<file path="src/rtl/melody_pkg.sv">
// melody_pkg: FSM state type, note-entry field widths and the constant note table.
package melody_pkg;
    localparam int DIV_W  = 16;
    localparam int DUR_W  = 10;
    localparam int NOTE_W = DIV_W + DUR_W;
    localparam int IDX_W  = 3;

    typedef enum logic [1:0] {ST_IDLE, ST_PLAY, ST_GAP} state_t;
    typedef logic [NOTE_W-1:0] note_t;
    typedef logic [DIV_W-1:0]  div_t;
    typedef logic [DUR_W-1:0]  dur_t;

    // {div, dur_ms}; div == 0 is a rest
    function automatic note_t note_at(input logic [IDX_W-1:0] i);
        case (i)
            3'd0:    return {16'd56817, 10'd3};
            3'd1:    return {16'd0,     10'd2};
            3'd2:    return {16'd28408, 10'd0};
            default: return {16'd37936, 10'd1};
        endcase
    endfunction

    function automatic div_t note_div(input logic [IDX_W-1:0] i);
        note_t n;
        n = note_at(i);
        return n[NOTE_W-1:DUR_W];
    endfunction

    function automatic dur_t note_dur(input logic [IDX_W-1:0] i);
        note_t n;
        n = note_at(i);
        return n[DUR_W-1:0];
    endfunction
endpackage

</file>
<file path="src/rtl/ms_tick_gen.sv">
// ms_tick_gen: 1 ms prescaler with synchronous clear; o_tick_nx is the tick as it
// will appear next cycle, so the parent can register outputs one cycle ahead.
module ms_tick_gen #(
    parameter int TICKS = 50000
) (
    input  logic i_clk,
    input  logic i_rst_n,
    input  logic i_clr,
    output logic o_tick,
    output logic o_tick_nx
);
    localparam int PW = (TICKS > 1) ? $clog2(TICKS) : 1;
    localparam logic [PW-1:0] LAST = PW'(TICKS - 1);

    logic [PW-1:0] r_cnt;
    logic [PW-1:0] w_cnt_nx;

    assign w_cnt_nx  = (i_clr || r_cnt == LAST) ? '0 : r_cnt + PW'(1);
    assign o_tick    = (r_cnt == LAST);
    assign o_tick_nx = (w_cnt_nx == LAST);

    always_ff @(posedge i_clk or negedge i_rst_n) begin
        if (!i_rst_n) r_cnt <= '0;
        else          r_cnt <= w_cnt_nx;
    end
endmodule

</file>
<file path="src/rtl/alarm_melody_seq.sv">
// alarm_melody_seq: plays the note table REPEAT times, each note followed by a silent gap.
// Every output is registered from next-state values, so Done is predicted one cycle early.
module alarm_melody_seq
    import melody_pkg::*;
#(
    parameter int CLK_HZ = 50000000,
    parameter int GAP_MS = 20,
    parameter int REPEAT = 3
) (
    input  logic             i_clk_50mhz,
    input  logic             i_rst_n,
    input  logic             i_start,
    input  logic             i_stop,
    output logic [DIV_W-1:0] o_tone_div,
    output logic             o_tone_on,
    output logic             o_busy,
    output logic [IDX_W-1:0] o_note_idx,
    output logic             o_done
);
    localparam int               TICKS_PER_MS = CLK_HZ / 1000;
    localparam dur_t             GAP_LIM      = dur_t'(GAP_MS);
    localparam logic [3:0]       PASSES       = 4'(REPEAT);
    localparam logic [IDX_W-1:0] LAST_IDX     = '1;

    logic [1:0]       r_rst_sync;
    logic             w_rst_n;
    state_t           r_state, w_state_nx;
    logic [IDX_W-1:0] r_idx, w_idx_nx;
    logic [3:0]       r_pass, w_pass_nx;
    dur_t             r_ms, w_ms_nx, w_lim;
    logic             w_clr, w_hold, w_tick, w_tick_nx, w_end, w_done_nx;
    div_t             r_tone_div;
    logic             r_tone_on, r_busy, r_done;

    always_ff @(posedge i_clk_50mhz or negedge i_rst_n) begin
        if (!i_rst_n) r_rst_sync <= '0;
        else          r_rst_sync <= {r_rst_sync[0], 1'b1};
    end
    assign w_rst_n = r_rst_sync[1];

    // Counters sit at zero in IDLE and restart on every state entry
    assign w_hold = w_clr || (r_state == ST_IDLE);

    ms_tick_gen #(.TICKS(TICKS_PER_MS)) u_tick (
        .i_clk     (i_clk_50mhz),
        .i_rst_n   (w_rst_n),
        .i_clr     (w_hold),
        .o_tick    (w_tick),
        .o_tick_nx (w_tick_nx)
    );

    assign w_lim   = (r_state == ST_PLAY) ? note_dur(r_idx) : GAP_LIM;
    assign w_end   = w_tick && (r_ms == w_lim - dur_t'(1));
    assign w_ms_nx = w_hold ? '0 : r_ms + dur_t'(w_tick);

    always_comb begin
        w_state_nx = r_state;
        w_idx_nx   = r_idx;
        w_pass_nx  = r_pass;
        w_clr      = 1'b0;
        if (i_stop) begin
            w_state_nx = ST_IDLE;
            w_clr      = 1'b1;
        end else begin
            case (r_state)
                ST_IDLE: if (i_start) begin
                    w_clr      = 1'b1;
                    w_idx_nx   = '0;
                    w_pass_nx  = PASSES;
                    w_state_nx = (note_dur('0) == '0) ? ST_GAP : ST_PLAY;
                end
                ST_PLAY: if (w_end) begin
                    w_clr      = 1'b1;
                    w_state_nx = ST_GAP;
                end
                default: if (w_end) begin
                    w_clr = 1'b1;
                    if (r_idx == LAST_IDX && r_pass == 4'd1) begin
                        w_state_nx = ST_IDLE;
                        w_pass_nx  = '0;
                    end else begin
                        w_idx_nx   = r_idx + IDX_W'(1);
                        w_pass_nx  = (r_idx == LAST_IDX) ? r_pass - 4'd1 : r_pass;
                        w_state_nx = (note_dur(w_idx_nx) == '0) ? ST_GAP : ST_PLAY;
                    end
                end
            endcase
        end
    end

    // High when the coming cycle is the last one of the final gap
    assign w_done_nx = (w_state_nx == ST_GAP) && (w_idx_nx == LAST_IDX) && (w_pass_nx == 4'd1)
                       && w_tick_nx && (w_ms_nx == GAP_LIM - dur_t'(1));

    always_ff @(posedge i_clk_50mhz or negedge w_rst_n) begin
        if (!w_rst_n) begin
            r_state    <= ST_IDLE;
            r_idx      <= '0;
            r_pass     <= '0;
            r_ms       <= '0;
            r_tone_div <= '0;
            r_tone_on  <= 1'b0;
            r_busy     <= 1'b0;
            r_done     <= 1'b0;
        end else begin
            r_state    <= w_state_nx;
            r_idx      <= w_idx_nx;
            r_pass     <= w_pass_nx;
            r_ms       <= w_ms_nx;
            r_tone_div <= (w_clr && w_state_nx == ST_PLAY) ? note_div(w_idx_nx) : r_tone_div;
            r_tone_on  <= (w_state_nx == ST_PLAY) && (note_div(w_idx_nx) != '0);
            r_busy     <= (w_state_nx != ST_IDLE);
            r_done     <= w_done_nx;
        end
    end

    assign o_tone_div = r_tone_div;
    assign o_tone_on  = r_tone_on;
    assign o_busy     = r_busy;
    assign o_note_idx = r_idx;
    assign o_done     = r_done;
endmodule

</file>
<file path="config.mk">
export PLATFORM = sky130hd
export DESIGN_NAME = alarm_melody_seq
export DESIGN_NICKNAME = d
export VERILOG_FILES = /design/src/rtl/melody_pkg.sv /design/src/rtl/ms_tick_gen.sv /design/src/rtl/alarm_melody_seq.sv
export SDC_FILE = /design/constraint.sdc
export NUM_CORES = 1
export LEC_CHECK = 0
export CAP_MARGIN = 10
export CORE_MARGIN = 3
export CORE_UTILIZATION = 45
export DETAILED_ROUTE_END_ITERATION = 16
export PLACE_DENSITY_LB_ADDON = 0.2
export SKIP_LAST_GASP = 1
export SYNTH_ARGS = -nofsm -noshare
export SYNTH_HDL_FRONTEND = slang
export SYNTH_SLANG_ARGS = --single-unit
export TNS_END_PERCENT = 1
</file>
<file path="constraint.sdc">
create_clock -name i_clk_50mhz -period 1.5 [get_ports i_clk_50mhz]
set_input_delay 0.15 -clock i_clk_50mhz [delete_from_list [all_inputs] [get_ports i_clk_50mhz]]
set_output_delay 0.15 -clock i_clk_50mhz [all_outputs]
set_load 0.1 [all_outputs]
</file>
==> reports/results.ini, run 1 <==
[placement]
place.detailed.hpwl_mm=5.71
pre_cts_slack_ps=-1810
gp_congestion=0.867
portBuffers=23
dp_cells=490

[yosys]
synth-edff-count=0
synth-seq-cells=45
yosys_most_used_dff=dfrtp_1
yosys_warnings=0
syn-cell-area_um2=2980
ys_seq_area_share_pct=37.8
synth.largest_area_cell=dfrtp_1
synth_area_leaders=dfrtp_1 (38%), ha_1 (6.3%), nor2_1 (5.8%), xnor2_1 (4.7%), xor2_1 (4.7%)
yosysUniqueCellTypes=63
yosysTopAreaCellShare_pct=37.8
async_flop_share_pct=100
postSynthAreaPerCell_um2=9.24
synthCells=322

[drt]
ant_nets=0
drc=0
first_iter_violations=132
wl_mm=7.63
firstDrtPassIters=6
avgViaCountPerCell=5.26
vias=2653
wire_per_inst_um=15.1

[power_and_ir_drop]
p_int_w=0.00181
power_density_nw_per_um2=621
clock_power_share_pct=28.2
power_leakage_nw=1.93
design_power_total_w=0.00269
switchingPower_w=0.000878
peakVddDrop_uv=707
switching_share_pct=32.7
power_frac_comb_pct=24.7
pwr-share-seq_pct=47.2

[clocking]
cts_root_buf=clkbuf_8
cts_max_level=2
cts_tree=built
path_clk_slew_ps=90
clock_latency_ps=300
cts_buffer_depth=2
cts_buffers=5
clkSinkCount=45

[worst_setup_path]
end_kind=flop
rr_endpoint=o_done
r2r_slack_ps=-1770
cp_max_fo=4
start_kind=flop
required_ps=1730
cp.arrival_ps=3500
worstReg2RegStart=o_note_idx[1]
worstRegToRegCells=14
path_class=reg -> reg

[floorplan]
ios=26
fp.dieArea_um2=7620
row_count=28
fp.dieW_um=87.3
initial_core_util_pct=48.3
fp.dieH_um=87.3
fp.coreArea_um2=6170

[status]
status=complete, but fails checks
violations=negative setup slack

[sta]
finalHoldViolCount=0
setup_viol=42
fin_setup_tns_ps=-45510
finalCritPeriodShare_pct=218
fmaxAchievable_ghz=0.306
rsz0062_at_grt=yes
fin_crit_ps=3270
setup_ws_ps=-1770
hold-worst-slack_ps=245
finalClockSkew_ps=8.34
finalMaxSlewViolations=0

[global_routing]
grt_use_total_pct=21.7
grt_overflow=0
grt_pass1_vias=2765
grt_first_pass_wirelength_mm=12.9
grt_antenna_before_repair=0
grt_max_degree=23

[layout]
area_growth_pct=45.4
drive_gt1_share_pct=39.4
insertedDiodeCount=0
nets=447
fin_cells=504

[worst_hold_path]
holdCritPathClass=reg -> async

[run]
maxCapViolCount=0

==> per-layer routing <==
metal	track usage, %	part of all wire [%]	vias up
li1	-	-	1302
met1	28.1	45	1291
met2	36.2	50	49
met3	4.07	3.8	11
met4	7.11	1.8	0
met5	0	0	-
==> cell families after synthesis <==
logic type | count (synthesis) | share of synthesized area, %
mux | 4 | 1.39
xor+xnor | 32 | 9.42
simple gates | 141 | 26.9
fa+ha+maj | 15 | 6.31
compound gates | 40 | 10.1
buf+inv | 43 | 7.82
other cells | 2 | 0.252
flops | 45 | 37.8
==> power groups by stage <==
stage / Clock [W] / Sequential [W] / Combinational, W
floorplan: 0 / 0.00139 / 0.000302
global placement: 0 / 0.00129 / 0.000625
detailed placement: 0 / 0.00129 / 0.000630
CTS: 0.000768 / 0.00127 / 0.000660
global route: 0.000822 / 0.00127 / 0.000692
finish: 0.000756 / 0.00127 / 0.000663
==> cells in the mapped netlist, types with 3 or more instances <==
cell type,instances
a21oi_1,4
a31oi_1,3
and2_1,3
and3_1,7
buf_2,4
buf_4,12
clkbuf_1,9
dfrtp_1,45
ha_1,15
inv_1,14
mux2i_1,3
nand2_1,20
nand2b_1,3
nand3_1,15
nand4_1,8
nor2_1,46
nor3_1,10
nor4_1,3
o21ai_0,7
o31ai_1,3
or3_1,3
xnor2_1,16
xor2_1,16
==> cell usage in the layout (no fill, tap or decap), types with 7 or more instances in the layout <==
cell	n
nor2_1	45
buf_4	101
nor3_1	8
inv_1	12
buf_12	20
dfrtp_1	41
nand2_1	19
nand3_1	14
and3_1	7
ha_1	10
nand4_1	8
xor2_1	16
xnor2_1	15
o21ai_0	7
==> sequential cells by signal, summed over array words and instances, names as in the netlist <==
register and cells:
r_ms 10, o_busy 1, o_tone_on 1, r_pass 4, r_state 2, o_note_idx 3, o_done 1, o_tone_div 5
r_rst_sync 2, u_tick.r_cnt 16
==> final cells by class <==
cell class	count	area [um^2]
Clock buffer	8	80.1
Fill cell	475	1840
Inverter	15	66.3
Multi-Input combinational cell	235	1740
Sequential cell	45	1140
Tap cell	75	93.8
Timing Repair Buffer	126	1210
==> metrics by stage <==
step                area (um^2)  util, %
finish                     4330     70.2
global route               4330     70.2
CTS                        4310     69.9
detailed placement         4110     66.7
global placement           4110     66.7
floorplan                  3030        -
==> what timing repair did <==
action	4_1_cts	5_1_grt
pin swaps	12	2
endpoints found under the setup margin	42	42
hold buffers	1	0
buffers inserted	5	0
gates resized for setup	14	3
endpoints found under the hold margin	1	0
==> worst max-delay path by stage <==
| stage | from | to | slack [ps] | cells past startpoint |
|---|---|---|---|---|
| 2_1_floorplan | o_note_idx[0] | o_done | -1840 | 14 |
| 3_3_place_gp | u_tick.r_cnt[13] | o_done | -1730 | 13 |
| 3_5_place_dp | o_note_idx[0] | o_done | -1810 | 14 |
| 4_1_cts | o_note_idx[1] | o_done | -1700 | 14 |
| 5_1_grt | o_note_idx[1] | o_done | -1960 | 14 |
| 6_report | o_note_idx[1] | o_done | -1770 | 14 |
==> worst max-delay path, stage by stage (launching register included) <==
cell,delay [ps]
dfrtp_4,510
inv_4,80
ha_4,150
nor2_2,40
o31ai_2,220
ha_2,280
ha_4,220
xnor2_2,130
nor3_2,220
nand3_2,130
or3_4,420
nor3_4,170
a22o_4,170
or3b_1,360
nor3_2,110
Power figures use the tool's default switching activity.
==> inputs of run 2 (changes only) <==
--- a/config.mk
+++ b/config.mk
@@ -5,11 +5,13 @@
 export SDC_FILE = /design/constraint.sdc
 export NUM_CORES = 1
 export LEC_CHECK = 0
+export ABC_CLOCK_PERIOD_IN_PS = 1500
 export CAP_MARGIN = 10
 export CORE_MARGIN = 3
 export CORE_UTILIZATION = 45
 export DETAILED_ROUTE_END_ITERATION = 16
 export PLACE_DENSITY_LB_ADDON = 0.2
+export REMOVE_ABC_BUFFERS = 1
 export SKIP_LAST_GASP = 1
 export SYNTH_ARGS = -nofsm -noshare
 export SYNTH_HDL_FRONTEND = slang
==> reports/results.ini, run 2 (synthesis results as in run 1) <==
[status]
status=complete, but fails checks
violations=negative setup slack

[worst_setup_path]
crit_buf_inv=2
rr_endpoint=o_done
start_kind=flop
required_ps=1730
cp_max_fo=4
path_class=reg -> reg
worstPathCellList=inv_2 > ha_4 > nor2_2 > nor2_1 > nand2_1 > ha_2 > buf_4 > ha_2 > xor2_1 > nor3_2 > nand3_2 > or3_4 > nor3_4 > a22o_4 > or3b_1 > nor3_2
r2r_slack_ps=-1750
cpMaxStageDelayCell=dfrtp_1
critical_path.max_stage_delay_ps=420
end_kind=flop
worstRegToRegCells=16
cp_top_family=simple AND/OR/NAND/NOR gates
cp.arrival_ps=3480
worstReg2RegStart=o_note_idx[1]
cp.depth=16

[layout]
area_growth_pct=46.3
top_register=u_tick.r_cnt
fin_area_um2=4350
largest_reg_flops=16
insertedDiodeCount=0
layout_commonest_cell=buf_4
nets=444
drive_gt1_share_pct=39.4
layout_common_cells=buf_4 (98), nor2_1 (44), dfrtp_1 (44), buf_12 (21), nand2_1 (19)
post-route-util_pct=70.6

[clocking]
clkSinkCount=45
cts_tree=built
clock_latency_ps=310
cts_buffer_depth=2
cts_root_buf=clkbuf_8
cts_max_level=2
path_clk_slew_ps=90
cts_buffers=5

[worst_hold_path]
holdCritPathClass=reg -> async

[drt]
wl_mm=7.87
drc=0
ant_nets=0
first_iter_violations=210
avgViaCountPerCell=5.31
wire_per_inst_um=15.7
vias=2660
firstDrtPassIters=4

[sta]
hold-worst-slack_ps=220
finalCritPeriodShare_pct=216
finalClockSkew_ps=4.34
finalHoldViolCount=0
fin_setup_tns_ps=-44840
fmaxAchievable_ghz=0.308
setup_viol=42
setup_ws_ps=-1750
fin_crit_ps=3250
rsz0062_at_grt=yes
finalMaxSlewViolations=0

[placement]
portBuffers=23
place.detailed.hpwl_mm=5.74
gp_congestion=0.923
place_area_um2=4040

[power_and_ir_drop]
peakVddDrop_uv=866
power_leakage_nw=1.93
power_density_nw_per_um2=665

[floorplan]
fp.dieH_um=87.3
fp.coreArea_um2=6170
row_count=28
fp.dieArea_um2=7620
ios=26
fp.dieW_um=87.3
initial_core_util_pct=48.3

[global_routing]
grt_first_pass_wirelength_mm=12.9
grt_pass1_vias=2743
grt_antenna_before_repair=0
grt_overflow=0
grt_max_degree=27
grt_use_total_pct=21.7

[run]
maxCapViolCount=0

## run 2: cell count changes in the layout (fill, tap and decap cells not counted), moves of 2 or more
cell and delta:
dfrtp_4 -2, clkbuf_1 -2, buf_4 -3, inv_2 +2, a31oi_1 -2, dfrtp_1 +3, inv_4 -2
## run 2: what timing repair did
| item | CTS | global route |
|---|---|---|
| hold buffers | 1 | 0 |
| gates resized for setup | 23 | 7 |
| setup buffers | 6 | 0 |
| pin swaps | 10 | 4 |
| endpoints found under the hold margin | 2 | 0 |
| gates cloned | 0 | 0 |
| endpoints found under the setup margin | 42 | 42 |
## run 2: final cells by class
type | count | area, um^2
clock buffers | 7 | 86.3
clock inverters | 1 | 30.0
fillers | 461 | 1810
inverters | 15 | 61.3
multi-input cells | 235 | 1760
flip-flops and latches | 45 | 1130
well taps | 75 | 93.8
repair buffers | 123 | 1200
## run 2: per-layer routing
layer / GRT usage, % / vias up / part of all wire [%]
li1: - / 1294 / -
met1: 27.0 / 1291 / 45
met2: 36.8 / 55 / 50
met3: 4.35 / 20 / 3.4
met4: 8.23 / 0 / 2.2
met5: 0 / - / 0
## run 2: worst max-delay path by stage
stage	startpoint	endpoint	slack, ps
detailed placement	o_note_idx[1]	o_done	-1890
global placement	o_note_idx[1]	o_done	-1670
floorplan	o_note_idx[0]	o_done	-2470
CTS	o_note_idx[1]	o_done	-1700
global route	o_note_idx[1]	o_tone_div[10]	-1880
finish	o_note_idx[1]	o_done	-1750
## run 2: power breakdown
| part | switching [W] | internal, W |
|---|---|---|
| combinational | 0.000411 | 0.000236 |
| clock | 0.000426 | 0.000544 |
| sequential | 0.0000438 | 0.00123 |
| total | 0.000880 | 0.00201 |
## run 2: metrics by stage
step,power [W],cells,worst slack [ps]
final,0.00289,501,-1750
after global routing,0.00300,501,-1880
after CTS,0.00291,501,-1700
after detailed placement,0.00192,486,-1890
after global placement,0.00191,486,-1670
after floorplan,0.00165,295,-2470
